`src/rtl/fetch_ctrl.sv`:
```
// Instruction-fetch control: owns the PC, predicts B-type branches with a 16-entry
// 2-bit counter table, treats JAL as always taken, and applies redirect/stall/halt.
`timescale 1ns/1ps

module fetch_ctrl (
  input  logic        CLK,
  input  logic        RSTn,
  input  logic [31:0] imemData_i,
  input  logic        stall_i,
  input  logic        redirect_i,
  input  logic [11:0] redirectPc_i,
  input  logic        bhtUpdate_i,
  input  logic [11:0] bhtUpdatePc_i,
  input  logic        bhtTaken_i,
  input  logic        halt_i,
  output logic [11:0] imemAddr_o,
  output logic [11:0] pc_o,
  output logic [31:0] branchPc_o,
  output logic        bpr_o,
  output logic        flush_o,
  output logic        latchn_o,
  output logic        halted_o
);

  typedef enum logic [1:0] {BOOT, RUN, HALT} state_t;

  localparam logic [6:0] OP_BRANCH = 7'b1100011;
  localparam logic [6:0] OP_JAL    = 7'b1101111;

  state_t      state, state_next;
  logic [11:0] pc_r, pc_next;
  logic [1:0]  bht [0:15];

  logic [6:0]  op;
  logic        is_branch, is_jal;
  logic [12:0] b_imm;
  logic [20:0] j_imm;
  logic [31:0] imm_ext, target;
  logic [3:0]  rd_idx, wr_idx;
  logic [1:0]  rd_cnt, wr_cnt;
  logic        predict_taken;
  logic        flush, latchn, bpr;
  logic [31:0] branch_pc;
  logic [27:0] unused_bits;

  assign op        = imemData_i[6:0];
  assign is_branch = (op == OP_BRANCH);
  assign is_jal    = (op == OP_JAL);
  assign b_imm     = {imemData_i[31], imemData_i[7], imemData_i[30:25], imemData_i[11:8], 1'b0};
  assign j_imm     = {imemData_i[31], imemData_i[19:12], imemData_i[20], imemData_i[30:21], 1'b0};

  always_comb begin
    imm_ext = 32'd0;
    if (is_jal)
      imm_ext = {{11{j_imm[20]}}, j_imm};
    else if (is_branch)
      imm_ext = {{19{b_imm[12]}}, b_imm};
  end

  assign target = {20'd0, pc_r} + imm_ext;

  // The prediction reads the counter before any same-edge update lands.
  assign rd_idx        = pc_r[5:2];
  assign rd_cnt        = bht[rd_idx];
  assign predict_taken = is_jal | (is_branch & rd_cnt[1]);

  assign wr_idx = bhtUpdatePc_i[5:2];
  assign wr_cnt = bht[wr_idx];

  assign unused_bits = {bhtUpdatePc_i[11:6], bhtUpdatePc_i[1:0], target[31:12]};

  always_ff @(posedge CLK or negedge RSTn) begin
    if (!RSTn) begin
      state <= BOOT;
      pc_r  <= 12'd0;
    end else begin
      state <= state_next;
      pc_r  <= pc_next;
    end
  end

  always_ff @(posedge CLK or negedge RSTn) begin
    if (!RSTn) begin
      for (int i = 0; i < 16; i++)
        bht[i] <= 2'b01;
    end else if (bhtUpdate_i && (state != HALT)) begin
      if (bhtTaken_i && (wr_cnt != 2'b11))
        bht[wr_idx] <= wr_cnt + 2'd1;
      else if (!bhtTaken_i && (wr_cnt != 2'b00))
        bht[wr_idx] <= wr_cnt - 2'd1;
    end
  end

  // Defaults describe a bubble with the PC held; only RUN fetches real work.
  always_comb begin
    state_next = state;
    pc_next    = pc_r;
    flush      = 1'b1;
    latchn     = 1'b0;
    bpr        = 1'b0;
    branch_pc  = 32'd0;
    case (state)
      BOOT: state_next = RUN;
      RUN: begin
        if (halt_i) begin
          state_next = HALT;
        end else if (redirect_i) begin
          pc_next = redirectPc_i;
        end else if (stall_i) begin
          flush  = 1'b0;
          latchn = 1'b1;
        end else begin
          flush = 1'b0;
          if (predict_taken) begin
            pc_next = target[11:0];
            bpr     = 1'b1;
          end else begin
            pc_next = pc_r + 12'd4;
          end
          branch_pc = {20'd0, pc_next};
        end
      end
      HALT: state_next = HALT;
      default: state_next = BOOT;
    endcase
  end

  assign imemAddr_o = pc_r;
  assign pc_o       = pc_r;
  assign branchPc_o = branch_pc;
  assign bpr_o      = bpr;
  assign flush_o    = flush;
  assign latchn_o   = latchn;
  assign halted_o   = (state == HALT);

endmodule

```
`config.mk`:
```
export PLATFORM = sky130hd
export DESIGN_NAME = fetch_ctrl
export DESIGN_NICKNAME = d
export VERILOG_FILES = /design/src/rtl/fetch_ctrl.sv
export SDC_FILE = /design/constraint.sdc
export NUM_CORES = 1
export LEC_CHECK = 0
export BUFFER_PORTS_ARGS = -buffer_cell sky130_fd_sc_hd__buf_2
export CORE_UTILIZATION = 57
export CTS_BUF_LIST = sky130_fd_sc_hd__clkbuf_8
export CTS_CLUSTER_SIZE = 30
export DETAILED_ROUTE_END_ITERATION = 10
export PLACE_DENSITY = 0.95
export SYNTH_ARGS = -nofsm -noshare
export SYNTH_HDL_FRONTEND = slang
export SYNTH_SLANG_ARGS = --single-unit
```
`constraint.sdc`:
```
create_clock -name CLK -period 8.1 [get_ports CLK]
set_input_delay 0.81 -clock CLK [delete_from_list [all_inputs] [get_ports CLK]]
set_output_delay 0.81 -clock CLK [all_outputs]
set_load 0.02 [all_outputs]
```
==> summary.md <==
| Metric | Value |
|---|---|
| Run status | finished, final reports clean |
| Dpl cell area | about 4000 um2 |
| Dpl ws | between 3 and 4 ns |
| Final Max Slew Viols | 0 |
| Yosys cell types | 55 |
| Post-CTS Hold Buffers | 0 |
| Most numerous cell in the Yosys netlist | nor2_1 |
| Slowest stage delay, CP | between 0.4 and 0.5 ns |
| CTS tree | yes |
| Fill count | 500 |
| Final hold slack | between 0.4 and 0.5 ns |
| Leak | about 1.9 nW |
| # Post-CTS Setup Buffers | 0 |
| Shortest period the worst path allows | roughly 4.6 ns |
| R2r setup slk | 4.71 ns |
| P per Cell Area | approximately 320 nW/um2 |
| Synthesized cell area | 3705 um2 |
| Gr usage total | between 20 and 30% |
| CTS Buf Count | 5 |
| Comb power frac | between 50 and 60% |
| Levels on crit path | 13 |
| Largest cells by area after synthesis | dfrtp_1, dfstp_2, mux2_2 |
| R2R Path End | bht[25] |
| Buf/Inv on CP | 2 |
| Area Growth Syn to Fin | 9.456% |
| Final WS setup | roughly 3.5 ns |
| Cells on worst reg2reg path | 11 |
| Clk slew on worst S/H paths | 0.09 ns |
| Final setup fails | 0 |
| Transition time of the tightest slew-check pin | around 1.2 ns |
| Avg Cell Area, Syn | a little under 10 um2 |
| Core area | ~6300 um2 |
| Residual DRC count | 0 |
| Post-synthesis sequential area ratio | 31.61% |
| Die extent in y | between 80 and 90 um |
| Largest net degree at the start of global routing | between 40 and 50 |
| Max_slew headroom | between 20% and 30% |
| Sequential power share | a little under two fifths |
| Maxcap violations | 0 |
| Via count | between 3k and 4k |
| Clock insertion delay at the later pin of the skew report | approximately 0.3 ns |
| Starting Density | approximately 59% |
| Crit end category | output pin |
| Detailed Route WL | 9419 um |
| Ports | around 120 |
| Vias in the first global route | 2954 |
| Clock Tree Buf Depth | 2 |
| H-tree Lvls | 2 |
| Nets | 520 |
| CP arrival | roughly 3.8 ns |
| Die Wd | 82.62 um |
| DRT Pass-1 Iters | 5 |
| Max Fclk | 218.7 MHz |
| Die area | ~7000 um2 |
| Gr ovfl total | 0 |
| Setup Skew | around 0.012 ns |
| Internal Pwr Total | between 0.7 and 0.8 mW |
| CP Class | in -> out |
| CP required | around 7.3 ns |
| Initial DRC count | 393 |
| Design Power | ~1.3 mW |
| HPWL after DPL | just under 7000 um |
| Maximum vdd ir drop | approximately 0.24 mV |
| Fin crit share | a little under three fifths |
| Slowest cell on crit path | or3_1 |
| Clock root buffer | clkbuf_8 |
| Area share of the largest cell type after synthesis | around a fifth |
| WL/cell | ~18 um |
| CP startpoint kind | input port |
| Fraction of registers with async set/reset | 100.0% |
| Setup tns final | 0 ns |
| Clk sinks | 46 |
| Average vias per placed instance | approximately 6.3 |
| CTS resizes | 0 |
| Switching pwr | between 0.5 and 0.6 mW |
| I/O Buffers | between 80 and 90 |
| Layout cells sized above 1 | between 30% and 40% |
| Antenna violations before repair | 0 |
| Sw Ratio | between 40% and 50% |
| Final non-filler cell area | around 4100 um2 |
| FP Rows | 29 |
| Placer Congestion | around 0.99 |
| Post-synth EDFFs | 0 |
| Min-delay worst type | reg -> reg |
| Final hold viol count | 0 |
| Flops & latches, synth | 46 |
| RSZ-0062 raised after global routing | false |
| Post-Syn Instances | ~380 |
| Synth area leader | dfrtp_1 |
| Antenna Nets Post-Route | 0 |
| Yosys warnings | 0 |
| First-pass GRT wire length | approximately 15000 um |
| N_diodes | 0 |
| Crit path top cell by count | buf_2 |
| Commonest cells in the netlist | nor2_1, buf_4, mux2_2 |
| CP top delay family | simple AND/OR/NAND/NOR gates |
| Clock power frac | between 10% and 20% |
| Crit path cell chain | buf_2 > and4b_1 > and2_2 > o21a_1 > and2_1 > ha_1 > nand2_1 > a21boi_0 > or3_1 > o31ai_1 > xor2_1 > a211oi_1 > buf_2 |
| Crit-path max FO | 8 |
| Hold path depth | 2 |
| Most used DFF post-synth | dfrtp_1 |
## per-layer routing
metal	part of all wire, %	vias up	GRT usage (%)
met5	0	-	0
met4	3.4	0	11.90
met3	8.5	43	4.725
met2	48	233	46.94
met1	40	1539	38.30
li1	-	1440	-
## power by group through the flow
stage	logic [mW]	registers, mW	clock network, mW
after floorplan	0.526	0.467	0
after global placement	0.612	0.480	0
after detailed placement	0.646	0.493	0
after CTS	0.652	0.491	0.144
after global routing	0.717	0.510	0.151
final	0.659	0.496	0.142
## placed cells by master, fill, tap and decap left out, types with 6 or more instances in the layout
master | Yosys | routed
nor2b_1 | 6 | 6
xnor2_1 | 6 | 6
nor3_1 | 6 | 6
mux2_2 | 31 | 31
o21ai_0 | 11 | 11
a31oi_1 | 6 | 6
nand2_1 | 26 | 26
mux4_2 | 11 | 11
a21oi_1 | 15 | 15
a22oi_1 | 6 | 6
inv_1 | 9 | 9
and2_1 | 9 | 9
nor2_1 | 37 | 37
dfstp_2 | 16 | 16
dfrtp_1 | 30 | 30
buf_2 | 2 | 85
mux2i_1 | 8 | 8
ha_1 | 16 | 16
conb_1 | 1 | 20
nand3_1 | 14 | 14
xor2_1 | 11 | 11
## logic make-up (layout without fill, tap and decap cells)
logic type	Yosys count	in the layout	share of synthesized area, %
other cells	1	20	0.1012
simple gates	117	117	15.23
xor+xnor	18	18	4.660
buf+inv	58	104	10.20
compound gates	68	68	13.27
fa+ha+maj	17	17	5.944
mux	51	51	18.98
flops	46	46	31.61
## worst reg2reg max path: stages (launching register included)
cell and delay (ns):
dfstp_2 0.38, mux4_2 0.49, mux2_2 0.29, o21ai_0 0.20, inv_1 0.15, ha_1 0.23, nor2b_1 0.23, o21ai_0 0.32
inv_1 0.12, nand3_1 0.18, nor3_1 0.33, mux2_2 0.38
## final cells by class
class                      instances  area [um2]  area share (%)
timing repair buffer              86       432.9           10.68
inverter                          10       37.54          0.9256
tap                               77       96.34           2.376
clock buffer                       5       68.82           1.697
multi-input combinational        291        2227           54.92
sequential                        46        1171           28.88
clock inverter                     3       21.27          0.5245
## stage by stage
stage / utilization, % / std cells
4_1_cts: 64.23 / 518
2_1_floorplan: - / 395
3_3_place_gp: 62.80 / 510
5_1_grt: 64.23 / 518
6_report: 64.23 / 518
3_5_place_dp: 62.80 / 510
## how the worst max path moves through the flow
stage	startpoint	end	slack [ns]
after global routing	imemData_i[4]	branchPc_o[9]	3.35
after detailed placement	imemData_i[4]	branchPc_o[9]	3.63
after CTS	imemData_i[4]	branchPc_o[9]	3.61
after global placement	imemData_i[4]	branchPc_o[9]	3.69
after floorplan	imemData_i[4]	branchPc_o[9]	3.78
final	imemData_i[4]	branchPc_o[9]	3.53
No activity file was read; power rests on OpenSTA's default activity.
